<file path="config.mk">
export PLATFORM = sky130hd
export DESIGN_NAME = preg_reclaim
export DESIGN_NICKNAME = d
export VERILOG_FILES = /design/src/rtl/rename_pkg.sv /design/src/rtl/preg_fifo.sv /design/src/rtl/preg_reclaim.sv
export SDC_FILE = /design/constraint.sdc
export NUM_CORES = 1
export LEC_CHECK = 0
export CELL_PAD_IN_SITES_DETAIL_PLACEMENT = 0
export CELL_PAD_IN_SITES_GLOBAL_PLACEMENT = 1
export CORE_MARGIN = 3
export CORE_UTILIZATION = 31
export CTS_BUF_LIST = sky130_fd_sc_hd__clkbuf_4
export CTS_CLUSTER_DIAMETER = 100
export DETAILED_ROUTE_END_ITERATION = 12
export DONT_BUFFER_PORTS = 1
export GPL_TIMING_DRIVEN = 0
export HOLD_SLACK_MARGIN = 0.1
export PLACE_DENSITY = 0.56
export SLEW_MARGIN = 20
export SYNTH_ARGS = -nofsm -noshare
export SYNTH_HDL_FRONTEND = slang
export SYNTH_SLANG_ARGS = --single-unit
</file>
<file path="constraint.sdc">
create_clock -name clk -period 33.3 [get_ports clk]
set_clock_uncertainty 0.1 [all_clocks]
set_input_delay 9.99 -clock clk [delete_from_list [all_inputs] [get_ports clk]]
set_output_delay 9.99 -clock clk [all_outputs]
set_load 0.01 [all_outputs]
</file>
<file path="src/rtl/rename_pkg.sv">
// Shared rename/retire definitions: register-file sizing and the physical
// register index type. Imported by the rename stage and by preg_reclaim.
package rename_pkg;

  localparam int unsigned NUM_PREG = 64;
  localparam int unsigned NUM_AREG = 32;
  localparam int unsigned PREG_W   = 6;
  localparam int unsigned FL_DEPTH = NUM_PREG - NUM_AREG;

  typedef logic [PREG_W-1:0] preg_t;

  // Physical register 0 is hard-wired to x0: never allocated, never freed.
  localparam preg_t PREG_ZERO = '0;

endpackage

</file>
<file path="src/rtl/preg_fifo.sv">
// Generic circular FIFO whose slots are preloaded on reset with the
// consecutive values PRELOAD_BASE, PRELOAD_BASE+1, ... and that starts full.
// DEPTH must be a power of two so the pointers wrap naturally.
//
// Ports:
//   clk, rst      clock, asynchronous active-high reset
//   i_pop         remove head entry (ignored when empty)
//   i_push        append i_push_data at tail (ignored when full)
//   o_head_data   entry at head, combinational from the head pointer
//   o_count       number of valid entries (0..DEPTH)
//   o_empty       no valid entries
//   o_full        DEPTH valid entries
module preg_fifo #(
  parameter  int unsigned DEPTH        = 32,
  parameter  int unsigned W            = 6,
  parameter  int unsigned PRELOAD_BASE = 32,
  localparam int unsigned PTR_W        = $clog2(DEPTH),
  localparam int unsigned CNT_W        = $clog2(DEPTH + 1)
) (
  input  logic             clk,
  input  logic             rst,
  input  logic             i_pop,
  input  logic             i_push,
  input  logic [W-1:0]     i_push_data,
  output logic [W-1:0]     o_head_data,
  output logic [CNT_W-1:0] o_count,
  output logic             o_empty,
  output logic             o_full
);

  logic [W-1:0]     r_mem [DEPTH];
  logic [PTR_W-1:0] r_head;
  logic [PTR_W-1:0] r_tail;
  logic [CNT_W-1:0] r_count;
  logic             w_pop;
  logic             w_push;

  assign o_empty     = (r_count == '0);
  assign o_full      = (r_count == CNT_W'(DEPTH));
  assign o_count     = r_count;
  assign o_head_data = r_mem[r_head];

  assign w_pop  = i_pop  & ~o_empty;
  assign w_push = i_push & ~o_full;

  always_ff @(posedge clk or posedge rst) begin
    if (rst) begin
      for (int unsigned i = 0; i < DEPTH; i++) begin
        r_mem[i] <= W'(PRELOAD_BASE + i);
      end
    end else if (w_push) begin
      r_mem[r_tail] <= i_push_data;
    end
  end

  always_ff @(posedge clk or posedge rst) begin
    if (rst) begin
      r_head  <= '0;
      r_tail  <= '0;
      r_count <= CNT_W'(DEPTH);
    end else begin
      if (w_pop)  r_head <= r_head + 1'b1;
      if (w_push) r_tail <= r_tail + 1'b1;
      case ({w_push, w_pop})
        2'b10:   r_count <= r_count + 1'b1;
        2'b01:   r_count <= r_count - 1'b1;
        default: r_count <= r_count;
      endcase
    end
  end

endmodule

</file>
<file path="src/rtl/preg_reclaim.sv">
// Retire-side physical register management: owns the free list (preg_fifo),
// the committed RAT and the per-preg busy bits. Rename pops destination
// pregs; ROB commit returns superseded pregs and updates the committed RAT.
//
// Ports:
//   clk, rst                        clock, asynchronous active-high reset
//   alloc_req                       rename takes one preg this cycle
//   alloc_valid / alloc_preg        free-list head is valid / head value
//   fl_empty, free_count            free-list status for rename stall
//   retire_valid / retire_ready     commit handshake from ROB head
//   retire_has_dest, retire_arch_dr committing instruction's destination
//   retire_new_preg, retire_old_preg new mapping / superseded preg
//   crat_rd_addr / crat_rd_data     committed-RAT read port (no forwarding)
//   retired_cnt                     accepted retires, wraps at 2^16
//   err_double_free                 sticky: released preg was already free
module preg_reclaim
  import rename_pkg::*;
(
  input  logic              clk,
  input  logic              rst,
  input  logic              alloc_req,
  output logic              alloc_valid,
  output logic [PREG_W-1:0] alloc_preg,
  output logic              fl_empty,
  output logic [PREG_W-1:0] free_count,
  input  logic              retire_valid,
  output logic              retire_ready,
  input  logic              retire_has_dest,
  input  logic [4:0]        retire_arch_dr,
  input  logic [PREG_W-1:0] retire_new_preg,
  input  logic [PREG_W-1:0] retire_old_preg,
  input  logic [4:0]        crat_rd_addr,
  output logic [PREG_W-1:0] crat_rd_data,
  output logic [15:0]       retired_cnt,
  output logic              err_double_free
);

  preg_t               r_crat [NUM_AREG];
  logic [NUM_PREG-1:0] r_busy;
  logic [15:0]         r_retired_cnt;
  logic                r_err_double_free;

  logic  w_empty;
  logic  w_full;
  logic  w_pop;
  logic  w_ret_acc;
  logic  w_rat_wr;
  logic  w_release;
  logic  w_old_busy;
  logic  w_push;
  logic  w_dbl_free;
  preg_t w_head;

  assign w_pop      = alloc_req & ~w_empty;
  assign w_ret_acc  = retire_valid & retire_ready;
  assign w_rat_wr   = w_ret_acc & retire_has_dest & (retire_arch_dr != '0);
  assign w_release  = w_rat_wr & (retire_old_preg != PREG_ZERO);
  assign w_old_busy = r_busy[retire_old_preg];
  assign w_push     = w_release & w_old_busy;
  assign w_dbl_free = w_release & ~w_old_busy;

  preg_fifo #(
    .DEPTH       (FL_DEPTH),
    .W           (PREG_W),
    .PRELOAD_BASE(NUM_AREG)
  ) u_free_list (
    .clk        (clk),
    .rst        (rst),
    .i_pop      (w_pop),
    .i_push     (w_push),
    .i_push_data(retire_old_preg),
    .o_head_data(w_head),
    .o_count    (free_count),
    .o_empty    (w_empty),
    .o_full     (w_full)
  );

  assign alloc_valid     = ~w_empty;
  assign alloc_preg      = w_head;
  assign fl_empty        = w_empty;
  // Gated by the registered count only; a same-cycle pop does not open it.
  assign retire_ready    = ~rst & ~w_full;
  assign crat_rd_data    = r_crat[crat_rd_addr];
  assign retired_cnt     = r_retired_cnt;
  assign err_double_free = r_err_double_free;

  // Popped preg is free (busy=0) while a pushed preg is busy, so the set and
  // clear below never target the same bit.
  always_ff @(posedge clk or posedge rst) begin
    if (rst) begin
      for (int unsigned i = 0; i < NUM_PREG; i++) begin
        r_busy[i] <= (i < NUM_AREG);
      end
    end else begin
      if (w_pop)  r_busy[w_head]          <= 1'b1;
      if (w_push) r_busy[retire_old_preg] <= 1'b0;
    end
  end

  always_ff @(posedge clk or posedge rst) begin
    if (rst) begin
      for (int unsigned i = 0; i < NUM_AREG; i++) begin
        r_crat[i] <= PREG_W'(i);
      end
    end else if (w_rat_wr) begin
      r_crat[retire_arch_dr] <= retire_new_preg;
    end
  end

  always_ff @(posedge clk or posedge rst) begin
    if (rst) begin
      r_retired_cnt     <= '0;
      r_err_double_free <= 1'b0;
    end else begin
      if (w_ret_acc)  r_retired_cnt     <= r_retired_cnt + 16'd1;
      if (w_dbl_free) r_err_double_free <= 1'b1;
    end
  end

endmodule

</file>
==> results of run 1 <==
Yosys cell counts (16+ instances only):
library cell / n
buf_1: 18
mux2_2: 380
mux4_2: 110
nand2_1: 49
dfrtp_1: 256
mux2i_1: 29
dfstp_2: 225
xnor2_1: 19
nor3_1: 27
clkbuf_1: 91
nor2_1: 50
and3_1: 29
inv_1: 16
a21oi_1: 133
buf_2: 19
worst max-delay path: cells and delay by family:
family                 cells  cell delay [ns]
muxes                      3             1.53
buffers and inverters      2             1.54
state kept, by name, indices dropped and copies added, names as in the netlist:
register / count
u_free_list.r_mem: 192
u_free_list.r_tail: 5
r_busy: 64
u_free_list.o_count: 6
r_crat: 192
retired_cnt: 16
u_free_list.r_head: 5
err_double_free: 1
per-stage QoR:
stage	hold WS [ns]	total power [W]	worst slack (ns)	utilization, %	cell area (um2)
after floorplan	0.3246	0.001008	10.16	-	22970
after global placement	0.3363	0.001144	4.950	33.01	24170
after detailed placement	0.3478	0.001160	10.03	33.36	24420
after CTS	0.3634	0.001753	10.03	35.87	26260
after global routing	0.3809	0.001824	9.912	35.91	26290
final	0.3597	0.001727	10.15	35.92	26300
logic make-up (layout without fill, tap and decap cells):
group | Yosys count | after routing
multiplexers | 527 | 527
adder cells (fa/ha/maj) | 9 | 9
AO/OA/AOI/OAI | 182 | 182
buffers and inverters | 151 | 416
flip-flops | 481 | 481
XOR/XNOR | 31 | 31
AND/OR/NAND/NOR | 253 | 253
other | 0 | 5
worst max-delay path by stage:
stage / to / slack, ns / depth (start not counted) / from
after detailed placement: crat_rd_data[4] / 10.03 / 5 / crat_rd_addr[0]
after global placement: u_free_list.r_mem[42] / 4.95 / 1 / rst
after floorplan: err_double_free / 10.16 / 1 / rst
after CTS: crat_rd_data[4] / 10.03 / 5 / crat_rd_addr[0]
after global routing: crat_rd_data[4] / 9.91 / 5 / crat_rd_addr[0]
final: crat_rd_data[3] / 10.15 / 5 / crat_rd_addr[0]
power by group:
part	switching [W]	internal (W)	total [W]
clock	0.000262	0.000317	0.000578
sequential	0.0000587	0.000689	0.000748
combinational	0.000244	0.000157	0.000401
metal layers:
metal | up-vias | wire, um | track usage [%]
met5 | - | 0 | 0
met2 | 454 | 32060 | 28.16
li1 | 6422 | - | -
met3 | 129 | 4174 | 4.698
met4 | 0 | 2295 | 7.933
met1 | 7758 | 30650 | 23.97
final cells by class:
class	count	area, um2	area share (%)
inverter	16	67.56	0.2569
tap	959	1200	4.563
multi-input combinational	1002	10100	38.43
timing repair buffer	12	193.9	0.7375
clock buffer	222	1667	6.338
antenna	5	12.51	0.04758
clock inverter	31	171.4	0.6519
buffer	135	560.5	2.132
sequential	481	12320	46.85
==> key figures, run 1 <==
Logic synthesis
  – Ys async rst share: 100.0%
  – Cell area after synthesis: 22970 um2
  – Synth top area share: 27.89%
  – Synth Register Bits: 481
  – Sequential area share after synthesis: 53.63%
  – Most used DFF post-synth: dfrtp_1
  – YS warnings: 0
  – Count of distinct cell types in the synthesized netlist: 65
  – Largest family of logic cells by synthesized area: multiplexers
  – Syn avg cell area: 14.06 um2
  – Post-synth EDFFs: 0
  – Area contributors post-synth: dfrtp_1 28%, dfstp_2 26%, mux2_2 19%, mux4_2 11%, a21oi_1 2.9%
  – Post-synthesis mux area share: 31.07%
  – Post-synthesis instance total: 1634
  – Cell taking the most area after synthesis: dfrtp_1
  – Adder-Cell Fraction of Synth Area: 0.4903%
  – Simple logic cell fraction of the synthesized area: 6.265%
  – Synth Area in XOR/XNOR: 1.182%
  – Syn Nets: 1670
  – Compound-cell area share of the yosys netlist: 4.652%

GRT
  – Number of global-route vias before repair: 15837
  – Antenna violations before repair: 3
  – GRT overflow: 0
  – Largest net degree at the start of global routing: 108
  – First-pass GRT wire length: 103300 um
  – GRT Total Usage: 18.12%

CTS
  – Post-CTS Hold Fix Bufs: 0
  – Clock latency on the worst-skew pair: 0.96 ns
  – Worst-path clk slew: 0.06 ns
  – Clock root buffer: clkbuf_4
  – Clock sink count: 481
  – Inserted Clock Buffers: 140
  – TritonCTS clock tree: built
  – # resized after CTS: 0
  – H-tree lvl count: 4
  – Setup Fix Bufs, Post-CTS: 0
  – CTS Buffer Depth: 3

Timing
  – Setup repair after global routing missed its margin: no
  – Peak Freq: 0.04320 GHz
  – Total negative slack: 0 ns
  – Worst-Margin Slew: 1.075 ns
  – Final Max Slew Viols: 0
  – Setup violators final: 0
  – Final Critical Period: 23.15 ns
  – Worst slew margin: 27.77%
  – Final Hold Vio Count: 0
  – Fin crit share: 69.51%

Worst setup path
  – Worst path required time: 23.21 ns
  – FF-to-FF path depth: 19
  – Critical R2R Launch: u_free_list.o_count[3]
  – Crit start category: input pin
  – R2r setup slk: 28.08 ns
  – Top fanout value on the critical path: 10
  – Critical-path top delay cell: buf_1
  – Worst Path Class, Setup: input pin to output pin
  – Critical R2R Capture: u_free_list.o_count[4]
  – Worst path cell trace: buf_1 -> buf_1 -> mux4_2 -> mux4_2 -> mux2_2
  – Slowest stage delay, CP: 0.78 ns
  – Worst EP arrival: 13.06 ns
  – CP endpoint kind: output pin

Routing
  – Final antenna-violating net count: 0
  – Vias post-DR: 14763
  – DR iter-0 viols: 829
  – DRC viols: 0
  – Vias per Instance: 5.156
  – DR WL/cell: 24.16 um
  – First drt pass iteration count: 5
  – Drt total wl: 69180 um

Power
  – VDD IR max: 0.03190 mV
  – Leak: 11.35 nW
  – Pwr/cell area: 65.70 nW/um2

Placed design
  – RePlAce Congestion: 0.8134
  – HPWL after detailed placement: 45940 um
  – Port bufs: 0
  – Placed cells: 2605

Min path
  – Worst hold path cell count: 1
  – WHS Endpoint: r_crat[187]
  – Hold crit path type: flop to flop
  – Start point of the worst hold path: r_crat[187]

Floorplanning
  – CORE AREA: 73210 um2
  – Die Y: 278.2 um
  – Die area: 77390 um2
  – # rows: 99
  – # IOs: 65
  – Initial core utilization: 31.37%
  – Die width: 278.2 um

Finish
  – Leading cell type in the layout, fill and taps excluded: mux2_2
  – FILL cells: 7178
  – Nets: 1824
  – Post-Layout Cell Count: 2863
  – Layout area overhead: 14.49%
  – Most frequent cells in the layout: 380 x mux2_2, 256 x dfrtp_1, 225 x dfstp_2, 222 x clkbuf_4, 132 x a21oi_1
  – Layout cells sized above 1: 53.82%

Status
  – Outcome: completed

Run
  – Max-capacitance violation count: 0
(Power assumes the default switching activity.)
==> run 2, diff against run 1 <==
Settings changed: PLACE_DENSITY 0.56 to 0.58.
Clock period 33.3 ns to 18.7 ns, I/O delays scaled along.
==> key figures, run 2 (synthesis results as in run 1) <==
Finish
  – Leading cell type in the layout, fill and taps excluded: mux2_2
  – Layout area overhead: 15.36%
  – Final Cell Area: 26500 um2
  – Most frequent cells in the layout: 380 x mux2_2, 256 x dfrtp_1, 225 x dfstp_2, 216 x clkbuf_4, 132 x a21oi_1
  – Nets: 1834
  – Layout cells sized above 1: 54.01%
  – Core Util, Final: 36.19%
  – FILL cells: 7161
  – Largest registers: r_crat (192), u_free_list.r_mem (192), r_busy (64)

Floorplanning
  – Die area: 77390 um2
  – # IOs: 65
  – CORE AREA: 73210 um2
  – Die width: 278.2 um
  – Die Y: 278.2 um
  – Initial core utilization: 31.37%
  – # rows: 99

Routing
  – DRC viols: 0
  – First drt pass iteration count: 5
  – DR iter-0 viols: 919
  – DR WL/cell: 23.74 um
  – Final antenna-violating net count: 0
  – Vias post-DR: 14805
  – Vias per Instance: 5.157
  – Drt total wl: 68170 um

GRT
  – GRT Total Usage: 17.75%
  – Number of global-route vias before repair: 15819
  – Largest net degree at the start of global routing: 36
  – Antenna violations before repair: 2
  – First-pass GRT wire length: 102200 um
  – GRT overflow: 0

Min path
  – Hold crit path type: flop to flop
  – Worst hold path cell count: 1
  – WHS Endpoint: r_crat[189]
  – Start point of the worst hold path: r_crat[189]

Worst setup path
  – Worst path required time: 12.99 ns
  – FF-to-FF path depth: 18
  – Critical R2R Capture: u_free_list.o_count[4]
  – Worst EP arrival: 8.74 ns
  – Crit start category: input pin
  – R2r setup slk: 13.23 ns
  – Worst Path Class, Setup: input pin to output pin
  – Critical R2R Launch: u_free_list.o_count[1]
  – Top fanout value on the critical path: 10
  – CP endpoint kind: output pin

CTS
  – Clock root buffer: clkbuf_4
  – # resized after CTS: 0
  – CTS Buffer Depth: 3
  – Setup Fix Bufs, Post-CTS: 0
  – Clock latency on the worst-skew pair: 0.96 ns
  – Clock sink count: 481
  – Post-CTS Hold Fix Bufs: 0
  – Inserted Clock Buffers: 136
  – TritonCTS clock tree: built
  – H-tree lvl count: 4
  – Worst-path clk slew: 0.06 ns

Placed design
  – RePlAce Congestion: 0.8081
  – HPWL after detailed placement: 46420 um
  – Port bufs: 0
  – Placed Area: 24680 um2

Run
  – Max-capacitance violation count: 0

Timing
  – Final Critical Period: 14.45 ns
  – Worst-Margin Slew: 1.119 ns
  – Final Max Slew Viols: 0
  – Setup violators final: 0
  – Final Hold Vio Count: 0
  – Fin crit share: 77.28%
  – Peak Freq: 0.06920 GHz
  – Setup repair after global routing missed its margin: no
  – Worst slew margin: 25.39%
  – Total negative slack: 0 ns

Power
  – VDD IR max: 0.04691 mV
  – Leak: 11.44 nW
  – Pwr/cell area: 114.9 nW/um2

Status
  – Outcome: completed
run 2: cell types whose count changed in the layout (fill, tap and decap cells not counted), sizes merged:
cell,delta
clkinvlp,+1
buf,+14
inv,+1
diode,-2
clkbuf,-6
run 2: power by group:
part | internal, W | switching [W]
registers | 0.00123 | 0.000103
logic | 0.000286 | 0.000420
clock network | 0.000550 | 0.000456
total | 0.00206 | 0.000979
run 2: layout make-up:
class,count,area [um2],share of cell area [%]
Multi-Input combinational cell,1002,10100,38.11
Sequential cell,481,12320,46.49
Clock inverter,33,176.4,0.6658
Tap cell,959,1200,4.529
Antenna cell,3,7.507,0.02833
Clock buffer,216,1622,6.120
Inverter,16,63.81,0.2408
Timing Repair Buffer,26,449.2,1.695
Buffer,135,560.5,2.116
run 2: worst max path at each step:
stage	startpoint	slack, ns	endpoint
5_1_grt	crat_rd_addr[0]	4.04	crat_rd_data[4]
3_5_place_dp	crat_rd_addr[0]	4.15	crat_rd_data[4]
6_report	crat_rd_addr[0]	4.25	crat_rd_data[4]
3_3_place_gp	rst	4.07	r_crat[137]
2_1_floorplan	crat_rd_addr[0]	5.03	crat_rd_data[5]
4_1_cts	crat_rd_addr[0]	4.16	crat_rd_data[4]
run 2: through the flow:
| stage | setup WS, ns | hold slack [ns] | total power, W | std cells |
|---|---|---|---|---|
| 2_1_floorplan | 5.033 | 0.3246 | 0.001795 | 1634 |
| 4_1_cts | 4.158 | 0.3613 | 0.003090 | 2868 |
| 5_1_grt | 4.040 | 0.3937 | 0.003214 | 2869 |
| 3_5_place_dp | 4.145 | 0.3474 | 0.002058 | 2619 |
| 6_report | 4.249 | 0.3610 | 0.003043 | 2871 |
| 3_3_place_gp | 4.072 | 0.3419 | 0.002019 | 2593 |
run 2: critical path, cell delays in order:
cell,delay (ns)
buf_1,0.77
buf_1,0.81
mux4_2,0.66
mux4_2,0.52
mux2_2,0.35
run 2: per-layer routing:
layer  global-route usage (%)  up-vias  part of all wire [%]
met4                    6.566        0                   2.3
met1                    22.99     7804                    44
li1                         -     6461                     -
met5                        0        -                     0
met3                    4.379      110                   6.0
met2                    28.88      430                    48
==> run 3, diff against run 2 <==
Settings changed: PLACE_DENSITY 0.58 to 0.56.
Clock period 18.7 ns to 13.55 ns, I/O delays scaled along.
==> key figures, run 3 (synthesis results as in run 1) <==
Min path
  – Hold crit path type: flop to flop

CTS
  – TritonCTS clock tree: built
  – Clock sink count: 481
  – Post-CTS Hold Fix Bufs: 0
  – Clock root buffer: clkbuf_4
  – H-tree lvl count: 4
  – Setup Fix Bufs, Post-CTS: 0
  – CTS Buffer Depth: 3
  – Inserted Clock Buffers: 138
  – # resized after CTS: 0
  – Worst-path clk slew: 0.06 ns
  – Clock latency on the worst-skew pair: 0.96 ns

Routing
  – Vias per Instance: 5.116
  – DRC viols: 0
  – DR WL/cell: 23.30 um
  – Drt total wl: 67070 um
  – Vias post-DR: 14728
  – First drt pass iteration count: 5
  – DR iter-0 viols: 805
  – Final antenna-violating net count: 0

GRT
  – GRT overflow: 0
  – GRT Total Usage: 17.62%
  – First-pass GRT wire length: 101500 um
  – Largest net degree at the start of global routing: 36
  – Number of global-route vias before repair: 15789
  – Antenna violations before repair: 2

Worst setup path
  – Worst EP arrival: 7.16 ns
  – CP endpoint kind: output pin
  – CP endpoint: crat_rd_data[0]
  – Worst Path Class, Setup: input pin to output pin
  – R2r setup slk: 8.32 ns
  – Top fanout value on the critical path: 10
  – Critical R2R Capture: u_free_list.o_count[4]
  – Crit path from: crat_rd_addr[0]
  – Worst path required time: 9.38 ns
  – FF-to-FF path depth: 18
  – Crit start category: input pin
  – Critical R2R Launch: u_free_list.o_count[1]

Timing
  – Post-route setup slack: 2.230 ns
  – Peak Freq: 0.08834 GHz
  – Final Max Slew Viols: 0
  – Total negative slack: 0 ns
  – Fin crit share: 83.55%
  – Worst-Margin Slew: 1.070 ns
  – Setup repair after global routing missed its margin: no
  – Final Critical Period: 11.32 ns
  – Final Hold Vio Count: 0
  – Worst slew margin: 28.53%
  – Setup violators final: 0

Run
  – Max-capacitance violation count: 0

Floorplanning
  – Die Y: 278.2 um
  – CORE AREA: 73210 um2
  – Die width: 278.2 um
  – Die area: 77390 um2
  – Initial core utilization: 31.37%
  – # IOs: 65
  – # rows: 99

Placed design
  – Port bufs: 0
  – RePlAce Congestion: 0.7983
  – Placed Area: 24680 um2
  – Worst slack at placement: 2.123 ns
  – Placed cells: 2617
  – HPWL after detailed placement: 46240 um

Finish
  – Post-Layout Cell Count: 2879
  – Most frequent cells in the layout: 380 x mux2_2, 256 x dfrtp_1, 225 x dfstp_2, 221 x clkbuf_4, 132 x a21oi_1
  – Layout cells sized above 1: 53.95%
  – Nets: 1834
  – Layout area overhead: 15.56%
  – Largest registers: r_crat (192), u_free_list.r_mem (192), r_busy (64)
  – Leading cell type in the layout, fill and taps excluded: mux2_2
  – Final Cell Area: 26540 um2
  – Core Util, Final: 36.25%
  – FILL cells: 7083

Power
  – Leak: 11.46 nW
  – VDD IR max: 0.05540 mV
  – Pwr/cell area: 158.8 nW/um2

Status
  – Outcome: completed
## run 3: cell types whose count changed in the layout (fill, tap and decap cells not counted)
cell	change
buf_16	+1
buf_2	+1
buf_4	-4
clkbuf_4	+5
clkinv_1	+1
clkinv_2	+1
diode_2	+4
inv_2	-1
nor3_1	+1
nor3_2	-1
nor3b_1	+1
nor3b_2	-1
## run 3: cell type report
type                            instances  area [um2]  share of cell area, %
Clock inverter                         34       181.4                 0.6836
Timing Repair Buffer                   24       451.7                  1.702
Antenna cell                            7       17.52                0.06600
Sequential cell                       481       12320                  46.41
Tap cell                              959        1200                  4.521
Clock buffer                          221        1659                  6.251
Inverter                               16       63.81                 0.2404
Buffer                                135       560.5                  2.112
Multi-Input combinational cell       1002       10090                  38.01
## run 3: worst min-delay path by stage
stage,startpoint,endpoint,slack [ns],cells after the start
after floorplan,r_crat[186],r_crat[186],0.32,1
after global placement,r_crat[191],r_crat[191],0.34,1
after detailed placement,r_crat[189],r_crat[189],0.34,1
after CTS,r_crat[187],r_crat[187],0.36,1
after global routing,r_crat[189],r_crat[189],0.38,1
final,r_crat[189],r_crat[189],0.36,1
## run 3: critical path, cell delays in order
cell and delay (ns):
buf_1 0.75, buf_1 0.82, mux4_2 0.67, mux4_2 0.52, mux2_2 0.32
## run 3: where the power goes
group | total, W | switching, W | internal (W)
clock | 0.00142 | 0.000640 | 0.000776
sequential | 0.00184 | 0.000146 | 0.00169
combinational | 0.000959 | 0.000566 | 0.000393
## run 3: metal layers
| layer | track usage (%) | share of wire (%) |
|---|---|---|
| met5 | 1.099 | 0.18 |
| met4 | 6.796 | 2.6 |
| met3 | 4.714 | 6.2 |
| met2 | 27.90 | 47 |
| met1 | 23.03 | 44 |
## run 3: stage by stage
stage          hold slack (ns)  power [W]
3_5_place_dp            0.3441   0.002829
3_3_place_gp            0.3407   0.002779
5_1_grt                 0.3819   0.004455
6_report                0.3583   0.004215
4_1_cts                 0.3613   0.004280
2_1_floorplan           0.3246   0.002478
